==> src/rtl/pharmacy_heap_queue.sv <==
// rtl/pharmacy_heap_queue.sv - min-priority (ID, key) queue held as a 1-based register heap
// Sifting advances one heap level per cycle; list streams heap slots in array order.
module pharmacy_heap_queue #(
   parameter int ID_W  = 5,
   parameter int KEY_W = 8,
   parameter int DEPTH = 10,
   localparam int CNT_W = $clog2(DEPTH + 1)
) (
   input  logic             clk,
   input  logic             rst_n,
   input  logic             cmd_valid,
   input  logic [1:0]       cmd,
   input  logic [ID_W-1:0]  cmd_id,
   input  logic [KEY_W-1:0] cmd_key,
   output logic             cmd_ready,
   output logic             out_valid,
   output logic [ID_W-1:0]  out_id,
   output logic [KEY_W-1:0] out_key,
   output logic             out_last,
   output logic [CNT_W-1:0] count,
   output logic             full,
   output logic             empty,
   output logic             err
);

   localparam logic [1:0] CMD_LIST = 2'b00;
   localparam logic [1:0] CMD_CLR  = 2'b01;
   localparam logic [1:0] CMD_INS  = 2'b10;
   localparam logic [1:0] CMD_DEL  = 2'b11;

   localparam logic [CNT_W-1:0] ONE     = CNT_W'(1);
   localparam logic [CNT_W-1:0] TWO     = CNT_W'(2);
   localparam logic [CNT_W-1:0] DEPTH_C = CNT_W'(DEPTH);

   typedef enum logic [1:0] {IDLE, SIFT_UP, SIFT_DOWN, LIST} state_t;

   state_t state, state_next;

   // Slot 0 is never a live entry; it only absorbs reads for absent children.
   logic [ID_W-1:0]  id_mem  [0:DEPTH];
   logic [KEY_W-1:0] key_mem [0:DEPTH];

   logic [CNT_W-1:0] pos, idx, parent, l_idx, r_idx, child;
   logic [CNT_W:0]   l, r;
   logic             has_l, has_r, swap_up, swap_down, accept;

   assign cmd_ready = rst_n && (state == IDLE);
   assign accept    = cmd_valid && cmd_ready;
   assign full      = (count == DEPTH_C);
   assign empty     = (count == '0);

   always_comb begin
      parent    = pos >> 1;
      swap_up   = (pos > ONE) && (key_mem[pos] < key_mem[parent]);
      l         = {pos, 1'b0};
      r         = l + 1'b1;
      has_l     = (l <= {1'b0, count});
      has_r     = (r <= {1'b0, count});
      l_idx     = has_l ? l[CNT_W-1:0] : '0;
      r_idx     = has_r ? r[CNT_W-1:0] : '0;
      // Left child wins ties so equal keys stay put.
      child     = (has_r && (key_mem[r_idx] < key_mem[l_idx])) ? r_idx : l_idx;
      swap_down = has_l && (key_mem[child] < key_mem[pos]);
   end

   always_comb begin
      state_next = state;
      case (state)
         IDLE: begin
            if (accept) begin
               case (cmd)
                  CMD_INS:  if (!full)       state_next = SIFT_UP;
                  CMD_DEL:  if (count > TWO) state_next = SIFT_DOWN;
                  CMD_LIST: if (count > ONE) state_next = LIST;
                  default:  state_next = IDLE;
               endcase
            end
         end
         SIFT_UP:   if (!swap_up)      state_next = IDLE;
         SIFT_DOWN: if (!swap_down)    state_next = IDLE;
         LIST:      if (idx == count)  state_next = IDLE;
         default:   state_next = IDLE;
      endcase
   end

   always_ff @(posedge clk) begin
      if (!rst_n) state <= IDLE;
      else        state <= state_next;
   end

   always_ff @(posedge clk) begin
      if (!rst_n) begin
         count     <= '0;
         pos       <= '0;
         idx       <= '0;
         out_valid <= 1'b0;
         out_id    <= '0;
         out_key   <= '0;
         out_last  <= 1'b0;
         err       <= 1'b0;
      end else begin
         out_valid <= 1'b0;
         out_last  <= 1'b0;
         err       <= 1'b0;
         case (state)
            IDLE: begin
               if (accept) begin
                  case (cmd)
                     CMD_INS: begin
                        if (full) begin
                           err <= 1'b1;
                        end else begin
                           id_mem[count + ONE]  <= cmd_id;
                           key_mem[count + ONE] <= cmd_key;
                           count                <= count + ONE;
                           pos                  <= count + ONE;
                        end
                     end
                     CMD_DEL: begin
                        if (empty) begin
                           err <= 1'b1;
                        end else begin
                           out_valid  <= 1'b1;
                           out_last   <= 1'b1;
                           out_id     <= id_mem[ONE];
                           out_key    <= key_mem[ONE];
                           id_mem[ONE]  <= id_mem[count];
                           key_mem[ONE] <= key_mem[count];
                           count      <= count - ONE;
                           pos        <= ONE;
                        end
                     end
                     CMD_LIST: begin
                        // The first beat leaves straight from IDLE so beats start next cycle.
                        if (!empty) begin
                           out_valid <= 1'b1;
                           out_last  <= (count == ONE);
                           out_id    <= id_mem[ONE];
                           out_key   <= key_mem[ONE];
                           idx       <= TWO;
                        end
                     end
                     default: count <= '0;
                  endcase
               end
            end
            SIFT_UP: begin
               if (swap_up) begin
                  id_mem[pos]     <= id_mem[parent];
                  key_mem[pos]    <= key_mem[parent];
                  id_mem[parent]  <= id_mem[pos];
                  key_mem[parent] <= key_mem[pos];
                  pos             <= parent;
               end
            end
            SIFT_DOWN: begin
               if (swap_down) begin
                  id_mem[pos]    <= id_mem[child];
                  key_mem[pos]   <= key_mem[child];
                  id_mem[child]  <= id_mem[pos];
                  key_mem[child] <= key_mem[pos];
                  pos            <= child;
               end
            end
            LIST: begin
               out_valid <= 1'b1;
               out_last  <= (idx == count);
               out_id    <= id_mem[idx];
               out_key   <= key_mem[idx];
               if (idx != count) idx <= idx + ONE;
            end
            default: ;
         endcase
      end
   end

endmodule

==> config.mk <==
export PLATFORM = sky130hd
export DESIGN_NAME = pharmacy_heap_queue
export DESIGN_NICKNAME = d
export VERILOG_FILES = /design/src/rtl/pharmacy_heap_queue.sv
export SDC_FILE = /design/constraint.sdc
export NUM_CORES = 1
export LEC_CHECK = 0
export CAP_MARGIN = 25
export CORE_UTILIZATION = 35
export CTS_BUF_LIST = sky130_fd_sc_hd__clkbuf_4
export DETAILED_ROUTE_END_ITERATION = 8
export GPL_ROUTABILITY_DRIVEN = 0
export PLACE_DENSITY = 0.54
export SYNTH_ARGS = -nofsm -noshare
export SYNTH_HDL_FRONTEND = slang
export SYNTH_SLANG_ARGS = --single-unit
==> constraint.sdc <==
create_clock -name clk -period 12.7 [get_ports clk]
set_input_delay 2.54 -clock clk [delete_from_list [all_inputs] [get_ports clk]]
set_output_delay 2.54 -clock clk [all_outputs]
set_load 0.02 [all_outputs]
==> results.yml, run 1 <==
synth:
  synth.top_cells.by_area: "sky130_fd_sc_hd__edfxtp_1, sky130_fd_sc_hd__mux4_2, sky130_fd_sc_hd__mux2i_1"
  post-synth-top-area-cell: "sky130_fd_sc_hd__edfxtp_1"
  synth.most_common_cell: "sky130_fd_sc_hd__mux2i_1"
  postSynthCellCount: 1484
  ys_top_cells_by_count: "sky130_fd_sc_hd__mux2i_1, sky130_fd_sc_hd__edfxtp_1, sky130_fd_sc_hd__mux4_2"
  number_of_flops_mapped_to_enable_cells_by_yosys: 143
  postSynthAreaPerCell_um2: 10.7
  yosysSeqAreaShare_pct: 32.4
  dominantRegCellSynth: "sky130_fd_sc_hd__edfxtp_1"
  synth_cell_type_count: 77
  netlist_area_mm2: 0.0159
  yosysWarnings: 0
  postSynth.asyncResetShare_pct: 0
  synth.ff_latch_count: 185
  synth_fp_nets: 1540
  synth_largest_type_area_fraction_pct: 27.1
placement:
  dp.final_hpwl_um: 39900
  placement.cell_area_mm2: 0.0169
  placement.io_buffers: 40
clocking:
  cts_inserted_buffers: 17
  postCtsHoldBufs: 0
  tritoncts: "yes"
  h-tree-depth: 4
  insertion_delay_ns: 0.69
  cts_max_path_buffers: 2
  clk_pin_slew_ns: 0.16
  setup_bufs_post_cts: 0
  root_buffer: "sky130_fd_sc_hd__clkbuf_4"
  tritoncts_num_sinks: 185
  resized_cells_post_cts: 0
routing:
  vias: 13776
  final_routed_wirelength_across_all_metal_layers_um: 62600
  detailroute.wirelength.met3_um: 7430
  drt_pass1_iterations: 6
  met2WireLength_um: 27100
  met1Wirelength_um: 24700
  dr.first_iter.drc_count: 1999
  drt-wirelength-per-cell_um: 30.3
  post_dr_vias_cell: 6.67
  final_antenna_net_count: 0
  top_signal_layer_used: "met5"
  post-route-drc-count: 0
pwr:
  pwr-share-comb_pct: 68.2
  clockPowerShare_pct: 9.8
  max_ir_drop_vdd_v: 0.000108
  switching_share_pct: 51.2
  switchingPower_mw: 1.91
  power_density_mw_per_mm2: 217
  p_leak_nw: 5.94
  power.share.sequential_pct: 22.0
  p_int_mw: 1.82
global_routing:
  grt_usage_pct: 27.2
  overflow: 0
  grt_max_degree: 53
  antenna_violations_before_repair: 1
  grt_pass1_vias: 13225
  global_route_wire_length_before_repair_um: 91600
floorplanning:
  die_height_um: 215
  number_of_ports_placed_on_the_die_boundary: 41
  rows: 77
  floorplan.core_area_mm2: 0.0444
  initial_utilization_pct: 35.7
  total_die_area_mm2: 0.0462
  die_w_um: 215
finish:
  fillers: 4337
  final_layout_size_suffix_gt1_share_pct: 20.4
  final_util_pct: 38.7
  syn2layout_area_growth_pct: 8.38
  finalNetCount: 1514
  final_area_mm2: 0.0172
  multi_input_area_mm2: 0.0101
  area_taken_by_flip_flops_and_latches_mm2: 0.00515
critical_path:
  startpoint_types: "flip-flop"
  worst_setup_path_end_kind: "flip-flop"
  critical_path_class: "reg -> reg"
  crit_slowest_cell: "sky130_fd_sc_hd__a21oi_1"
  cpMostUsedCell: "sky130_fd_sc_hd__a21oi_1"
  worstPathMaxFanout: 37
  critical_path.max_stage_delay_ns: 0.91
  timing.critical_path.buf_inv: 5
  timing.critical_path.arrival_ns: 10.52
  required_time_of_the_worst_setup_path_ns: 13.02
  crit_family: "compound AO/OA/AOI/OAI gates"
sta:
  tightest_slew_ns: 1.17
  fin_crit_sh_pct: 80.4
  timing.setup.tns_ns: 0
  final-setup-viol-count: 0
  rsz0062_at_grt: "false"
  fin_worst_skew_ns: 0.0416
  slew-limit-headroom_pct: 22.0
  maximum_operating_frequency_mhz: 98.0
  slew_viol_final: 0
  finalHoldViolCount: 0
  layout_min_cycle_time_ns: 10.20
job:
  max-cap-violations: 0
min_path:
  hp-class: "reg -> reg"
status:
  run_status: "complete, no violations"
## power by group through the flow
stage / sequential [mW] / combinational, mW / clock (mW)
6_report: 0.821 / 2.55 / 0.366
5_1_grt: 0.829 / 2.71 / 0.392
4_1_cts: 0.820 / 2.48 / 0.376
3_5_place_dp: 0.835 / 2.46 / 0
3_3_place_gp: 0.833 / 2.44 / 0
2_1_floorplan: 0.812 / 1.76 / 0
## placed cells by master, fill, tap and decap left out, types with 6 or more instances in the layout
| cell | synthesis | layout |
|---|---|---|
| sky130_fd_sc_hd__o21a_1 | 10 | 10 |
| sky130_fd_sc_hd__a211oi_1 | 49 | 49 |
| sky130_fd_sc_hd__xnor2_1 | 7 | 7 |
| sky130_fd_sc_hd__nand3_1 | 18 | 18 |
| sky130_fd_sc_hd__o21ai_1 | 11 | 10 |
| sky130_fd_sc_hd__o21ai_0 | 57 | 57 |
| sky130_fd_sc_hd__o211ai_1 | 9 | 9 |
| sky130_fd_sc_hd__buf_4 | 4 | 55 |
| sky130_fd_sc_hd__and3_1 | 8 | 8 |
| sky130_fd_sc_hd__mux4_2 | 134 | 134 |
| sky130_fd_sc_hd__clkdlybuf4s50_1 | 0 | 40 |
| sky130_fd_sc_hd__clkbuf_4 | 0 | 17 |
| sky130_fd_sc_hd__o311ai_2 | 0 | 6 |
| sky130_fd_sc_hd__a21oi_1 | 127 | 126 |
| sky130_fd_sc_hd__dfxtp_1 | 42 | 32 |
| sky130_fd_sc_hd__mux2i_1 | 210 | 210 |
| sky130_fd_sc_hd__nand2_1 | 110 | 110 |
| sky130_fd_sc_hd__nor3_1 | 27 | 27 |
| sky130_fd_sc_hd__a31oi_1 | 14 | 14 |
| sky130_fd_sc_hd__and4_1 | 7 | 7 |
| sky130_fd_sc_hd__inv_1 | 25 | 25 |
| sky130_fd_sc_hd__a211o_1 | 7 | 7 |
| sky130_fd_sc_hd__mux2_2 | 31 | 31 |
| sky130_fd_sc_hd__nor2_1 | 110 | 109 |
| sky130_fd_sc_hd__edfxtp_1 | 143 | 143 |
| sky130_fd_sc_hd__nand4_1 | 20 | 20 |
| sky130_fd_sc_hd__a22oi_1 | 8 | 8 |
| sky130_fd_sc_hd__dfxtp_2 | 0 | 9 |
| sky130_fd_sc_hd__buf_2 | 24 | 7 |
| sky130_fd_sc_hd__o221ai_1 | 7 | 7 |
| sky130_fd_sc_hd__nor2b_1 | 13 | 13 |
| sky130_fd_sc_hd__a221oi_1 | 8 | 8 |
| sky130_fd_sc_hd__ha_1 | 38 | 38 |
## kinds of logic (layout without fill, tap and decap cells)
logic type	Yosys count	count (layout)	synth area share, %
XOR/XNOR	8	8	0.442
AO/OA/AOI/OAI	355	355	14.4
multiplexers	377	377	34.6
adder cells (fa/ha/maj)	38	38	3.00
other	0	1	0
buffers and inverters	174	161	4.73
AND/OR/NAND/NOR	347	347	10.5
flip-flops	185	185	32.4
## worst register-to-register path, delay by kind of cell, from the launching register on
kind,cells,cell delay (ns)
simple gates,9,1.92
flops,1,0.65
fa+ha+maj,3,0.85
buf+inv,5,1.55
compound gates,14,4.87
## final timing paths
check                 start            to  slack [ns]  cells after the start
hold / removal    out_id[2]     out_id[2]        0.51                      2
hold reg to reg   out_id[2]     out_id[2]        0.51                      2
setup reg to reg   count[2]  id_mem[2][2]        2.50                     31
setup / recovery   count[2]  id_mem[2][2]        2.50                     31
## area by class of cell
type,count,area share (%)
tap,592,4.31
clock buffer,17,0.742
antenna,1,0.0146
clock inverter,15,0.924
inverter,27,0.590
multi-input combinational,1125,58.5
timing repair buffer,102,4.93
sequential,185,30.0
## layer usage
layer,track usage (%),vias to the layer above
met5,0,-
met4,14.1,2
met3,8.00,192
met2,40.2,944
met1,35.8,6856
li1,-,5782
## metrics by stage
step                      power, mW  cells  setup slack [ns]  hold WS (ns)
after floorplan                2.57   1484              4.07         0.465
after global placement         3.27   2022              3.03         0.470
after detailed placement       3.29   2030              2.87         0.477
after CTS                      3.67   2062              2.77         0.516
after global routing           3.93   2064              1.94         0.531
final                          3.73   2064              2.50         0.510
## registers in the layout (all words and copies together), names as in the netlist, named ones only
name       cells
state          2
out_id         5
pos            4
id_mem        55
out_key        8
out_last       1
key_mem       88
count          4
out_valid      1
err            1
idx            4
Note: power is estimated with default switching activity, not from simulation.
==> run 2: changes to the inputs <==
- PLACE_DENSITY: 0.54 -> 0.56
- clock period: 12.7 -> 8.5 ns (I/O delays scaled with it)
==> run 2 against run 1 <==
Effect of this change:
- critical path depth down 1
- global-route usage shrank 0.21 points
- cell area is 1.9% higher
- clock skew down 0.011 ns
- fmax is 24% higher
- clock-buffer cell count stayed put
- largest cell class unchanged
- setup slack worse by 2.2 ns
- combinational power increased by 55%
==> results.yml, run 2 (same netlist as run 1, synthesis figures left out) <==
floorplanning:
  total_die_area_mm2: 0.0462
  die_height_um: 215
  rows: 77
  die_w_um: 215
  number_of_ports_placed_on_the_die_boundary: 41
  floorplan.core_area_mm2: 0.0444
  initial_utilization_pct: 35.7
status:
  run_status: "complete, no violations"
routing:
  final_antenna_net_count: 0
  vias: 14008
  met1Wirelength_um: 24900
  final_routed_wirelength_across_all_metal_layers_um: 61800
  detailroute.wirelength.met3_um: 7310
  post_dr_vias_cell: 6.68
  met2WireLength_um: 26700
  top_signal_layer_used: "met4"
  drt_pass1_iterations: 6
  drt-wirelength-per-cell_um: 29.5
  dr.first_iter.drc_count: 2485
  post-route-drc-count: 0
sta:
  tightest_slew_ns: 1.06
  fin_worst_skew_ns: 0.0308
  timing.setup.tns_ns: 0
  fin_crit_sh_pct: 96.5
  finalHoldViolCount: 0
  setup_ws_ns: 0.298
  slew-limit-headroom_pct: 29.4
  layout_min_cycle_time_ns: 8.20
  maximum_operating_frequency_mhz: 122
  final-setup-viol-count: 0
  slew_viol_final: 0
  rsz0062_at_grt: "false"
critical_path:
  timing.critical_path.buf_inv: 8
  worst_setup_path_end_kind: "flip-flop"
  startpoint_types: "flip-flop"
  critical_path_class: "reg -> reg"
  timing.critical_path.arrival_ns: 8.54
  crit_family: "compound AO/OA/AOI/OAI gates"
  worstPathMaxFanout: 21
  crit_slowest_cell: "sky130_fd_sc_hd__or4_1"
  required_time_of_the_worst_setup_path_ns: 8.84
  cpMostUsedCell: "sky130_fd_sc_hd__buf_4"
  critical_path.max_stage_delay_ns: 0.50
placement:
  dp.final_hpwl_um: 41500
  placement.io_buffers: 40
  detailedPlace.worstSlack_ns: 0.252
clocking:
  tritoncts_num_sinks: 185
  tritoncts: "yes"
  cts_max_path_buffers: 2
  insertion_delay_ns: 0.69
  root_buffer: "sky130_fd_sc_hd__clkbuf_4"
  clk_pin_slew_ns: 0.18
  cts_inserted_buffers: 17
  h-tree-depth: 4
finish:
  top_register: "key_mem"
  multi_input_area_mm2: 0.0101
  largest_reg_flops: 88
  syn2layout_area_growth_pct: 10.5
  finalNetCount: 1546
  final_layout_size_suffix_gt1_share_pct: 22.4
  area_taken_by_flip_flops_and_latches_mm2: 0.00515
  fillers: 4261
  most-common-layout-cells: "sky130_fd_sc_hd__mux2i_1, sky130_fd_sc_hd__edfxtp_1, sky130_fd_sc_hd__mux4_2, sky130_fd_sc_hd__a21oi_1"
  reg_top3: "key_mem: 88 flops, id_mem: 55 flops, out_key: 8 flops"
  layout.cells.most_common: "sky130_fd_sc_hd__mux2i_1"
pwr:
  power_density_mw_per_mm2: 329
  max_ir_drop_vdd_v: 0.000193
  p_leak_nw: 6.11
global_routing:
  grt_usage_pct: 26.9
  grt_max_degree: 53
  grt_pass1_vias: 13489
  global_route_wire_length_before_repair_um: 92000
  antenna_violations_before_repair: 2
  overflow: 0
min_path:
  hp-class: "reg -> reg"
job:
  max-cap-violations: 0
## run 2: cell count changes in the layout (fill, tap and decap cells not counted), sizes merged
cell,delta
bufinv,-3
diode,+1
clkinvlp,+1
clkinv,+5
buf,+32
inv,-3
## run 2: cell type report
type                            instances  area share, %
Multi-Input combinational cell       1125           57.6
Tap cell                              592           4.23
Sequential cell                       185           29.4
Timing Repair Buffer                  134           6.71
Inverter                               27          0.578
Clock buffer                           17          0.728
Clock inverter                         15          0.764
Antenna cell                            2         0.0286
## run 2: power breakdown
part	internal, mW	switching (mW)
Combinational	1.54	2.42
Clock	0.127	0.372
Sequential	1.13	0.169
## run 2: worst paths after layout
check / from / to / slack (ns) / cells past startpoint
setup / recovery: count[3] / key_mem[1][3] / 0.30 / 30
hold / removal: out_key[3] / out_key[3] / 0.51 / 2
setup reg to reg: count[3] / key_mem[1][3] / 0.30 / 30
hold reg to reg: out_key[3] / out_key[3] / 0.51 / 2
## run 2: worst register-to-register path: cells and delay by family, from the launching register on
family,cells,cell delay [ns]
buffers and inverters,8,1.97
adder cells (fa/ha/maj),3,0.94
flip-flops,1,0.36
AND/OR/NAND/NOR,5,1.11
AO/OA/AOI/OAI,14,3.44
## run 2: metrics by stage
stage | utilization (%) | instances | power [mW] | hold slack (ns) | cell area [um2]
2_1_floorplan | - | 1484 | 3.84 | 0.465 | 15900
4_1_cts | 39.3 | 2092 | 5.59 | 0.516 | 17500
6_report | 39.4 | 2097 | 5.76 | 0.511 | 17500
5_1_grt | 39.4 | 2097 | 6.09 | 0.549 | 17500
3_3_place_gp | 38.7 | 2058 | 5.04 | 0.468 | 17200
3_5_place_dp | 38.7 | 2060 | 5.09 | 0.481 | 17200
## run 2: what timing repair did
action | 4_1_cts | 5_1_grt
resized for setup | 0 | 9
setup endpoints to repair | 0 | 245
hold buffers | 0 | 0
setup buffers | 0 | 3
## run 2: routing by layer
metal / track usage, % / up-vias
li1: - / 5840
met1: 36.9 / 6948
met2: 39.9 / 1047
met3: 7.08 / 173
met4: 11.7 / 0
met5: 0 / -
==> run 3: changes to the inputs <==
- MAX_ROUTING_LAYER: unset -> met4
==> run 3 against run 2 <==
Effect of this change:
- sequential share of layout area is essentially flat
- largest power group unchanged
- critical path depth is the same
- largest cell class unchanged
- sequential power about the same
- critical path type unchanged
- hold slack lost 0.00053 ns
- critical endpoint unchanged
==> results.yml, run 3 (same netlist as run 1, synthesis figures left out) <==
status:
  run_status: "complete, no violations"
critical_path:
  setup.worst_path.start: "count[3]"
  cpMostUsedCell: "sky130_fd_sc_hd__buf_4"
  critical_path_class: "reg -> reg"
  critPathCapture: "key_mem[1][3]"
  timing.critical_path.arrival_ns: 8.53
  worstPathMaxFanout: 21
  reg2reg_to: "key_mem[1][3]"
  reg2reg_setup_slack_ns: 0.31
  required_time_of_the_worst_setup_path_ns: 8.85
  critical_path.max_stage_delay_ns: 0.50
  worst_setup_path_end_kind: "flip-flop"
  startpoint_types: "flip-flop"
  crit_slowest_cell: "sky130_fd_sc_hd__or4_1"
  worst_r2r_path_depth: 30
  r2r-start: "count[3]"
finish:
  fillers: 4261
  top_register: "key_mem"
  largest_reg_flops: 88
  syn2layout_area_growth_pct: 10.5
  reg_top3: "key_mem: 88 flops, id_mem: 55 flops, out_key: 8 flops"
  area_taken_by_flip_flops_and_latches_mm2: 0.00515
  most-common-layout-cells: "sky130_fd_sc_hd__mux2i_1, sky130_fd_sc_hd__edfxtp_1, sky130_fd_sc_hd__mux4_2, sky130_fd_sc_hd__a21oi_1"
  final_layout_size_suffix_gt1_share_pct: 22.5
  multi_input_area_mm2: 0.0101
  layout.cells.most_common: "sky130_fd_sc_hd__mux2i_1"
  finalNetCount: 1547
  final_util_pct: 39.5
global_routing:
  grt_max_degree: 53
  grt_usage_pct: 27.7
  antenna_violations_before_repair: 2
  overflow: 0
  global_route_wire_length_before_repair_um: 92100
  grt_pass1_vias: 13482
routing:
  drt_pass1_iterations: 5
  final_antenna_net_count: 0
  drt-wirelength-per-cell_um: 29.5
  dr.first_iter.drc_count: 2389
  vias: 13915
  final_routed_wirelength_across_all_metal_layers_um: 61900
  post-route-drc-count: 0
  post_dr_vias_cell: 6.63
placement:
  placement.io_buffers: 40
  dp.final_hpwl_um: 41500
  detailedPlace.worstSlack_ns: 0.252
sta:
  rsz0062_at_grt: "false"
  slew_viol_final: 0
  final-setup-viol-count: 0
  fin_crit_sh_pct: 96.3
  timing.setup.tns_ns: 0
  setup_ws_ns: 0.314
  slew-limit-headroom_pct: 27.4
  layout_min_cycle_time_ns: 8.19
  tightest_slew_ns: 1.09
  finalHoldViolCount: 0
  fin_worst_skew_ns: 0.0282
  maximum_operating_frequency_mhz: 122
floorplanning:
  initial_utilization_pct: 35.7
  total_die_area_mm2: 0.0462
  floorplan.core_area_mm2: 0.0444
  number_of_ports_placed_on_the_die_boundary: 41
  rows: 77
  die_w_um: 215
  die_height_um: 215
clocking:
  clk_pin_slew_ns: 0.18
  tritoncts: "yes"
  cts_inserted_buffers: 17
  tritoncts_num_sinks: 185
  insertion_delay_ns: 0.70
  root_buffer: "sky130_fd_sc_hd__clkbuf_4"
  h-tree-depth: 4
  postCtsHoldBufs: 0
  cts_max_path_buffers: 2
pwr:
  switchingPower_mw: 2.97
  max_ir_drop_vdd_v: 0.000195
  switching_share_pct: 51.5
  p_leak_nw: 6.11
  power_density_mw_per_mm2: 329
  power.share.sequential_pct: 22.5
  pwr-share-comb_pct: 68.9
  clockPowerShare_pct: 8.7
  p_int_mw: 2.80
job:
  max-cap-violations: 0
min_path:
  hp-class: "reg -> reg"
## run 3: changes by cell type in the layout (fill, tap and decap cells not counted)
| cell | change |
|---|---|
| sky130_fd_sc_hd__buf_4 | +1 |
## run 3: power by group through the flow
stage / clock [mW] / sequential (mW) / combinational [mW]
2_1_floorplan: 0 / 1.21 / 2.62
3_3_place_gp: 0 / 1.31 / 3.73
3_5_place_dp: 0 / 1.32 / 3.77
4_1_cts: 0.511 / 1.29 / 3.79
5_1_grt: 0.542 / 1.31 / 4.24
6_report: 0.501 / 1.30 / 3.97
## run 3: final cells by class
type / instances / area share [%]
well taps: 592 / 4.23
flip-flops and latches: 185 / 29.4
multi-input cells: 1125 / 57.5
repair buffers: 135 / 6.75
clock inverters: 15 / 0.764
inverters: 27 / 0.578
clock buffers: 17 / 0.728
diodes: 2 / 0.0286
## run 3: worst min-delay path by stage
stage | from | slack, ns | cells past startpoint | endpoint
floorplan | state[1] | 0.46 | 2 | state[1]
global placement | out_id[2] | 0.47 | 2 | out_id[2]
detailed placement | out_key[3] | 0.48 | 2 | out_key[3]
CTS | out_key[3] | 0.52 | 2 | out_key[3]
global route | out_key[3] | 0.55 | 2 | out_key[3]
finish | out_key[3] | 0.51 | 2 | out_key[3]
## run 3: through the flow
step | hold WS (ns) | total power, mW | cells | cell area (um2)
4_1_cts | 0.516 | 5.59 | 2092 | 17500
3_3_place_gp | 0.468 | 5.04 | 2058 | 17200
6_report | 0.510 | 5.77 | 2098 | 17500
5_1_grt | 0.549 | 6.09 | 2098 | 17500
3_5_place_dp | 0.481 | 5.09 | 2060 | 17200
2_1_floorplan | 0.465 | 3.84 | 1484 | 15900
## run 3: repair_timing
action,CTS,global route
buffers inserted,0,4
resized for setup,0,9
endpoints found under the setup margin,0,247
## run 3: metal layers
metal | routed length (um) | track usage, %
met5 | 0 | -
met4 | 2660 | 11.1
met3 | 7140 | 6.88
met2 | 26900 | 40.1
met1 | 25200 | 37.0
## run 3: critical path: cells and delay by family, from the launching register on
family	cells	cell delay, ns
fa+ha+maj	3	0.94
flops	1	0.37
simple gates	5	1.10
buf+inv	8	1.94
compound gates	14	3.45
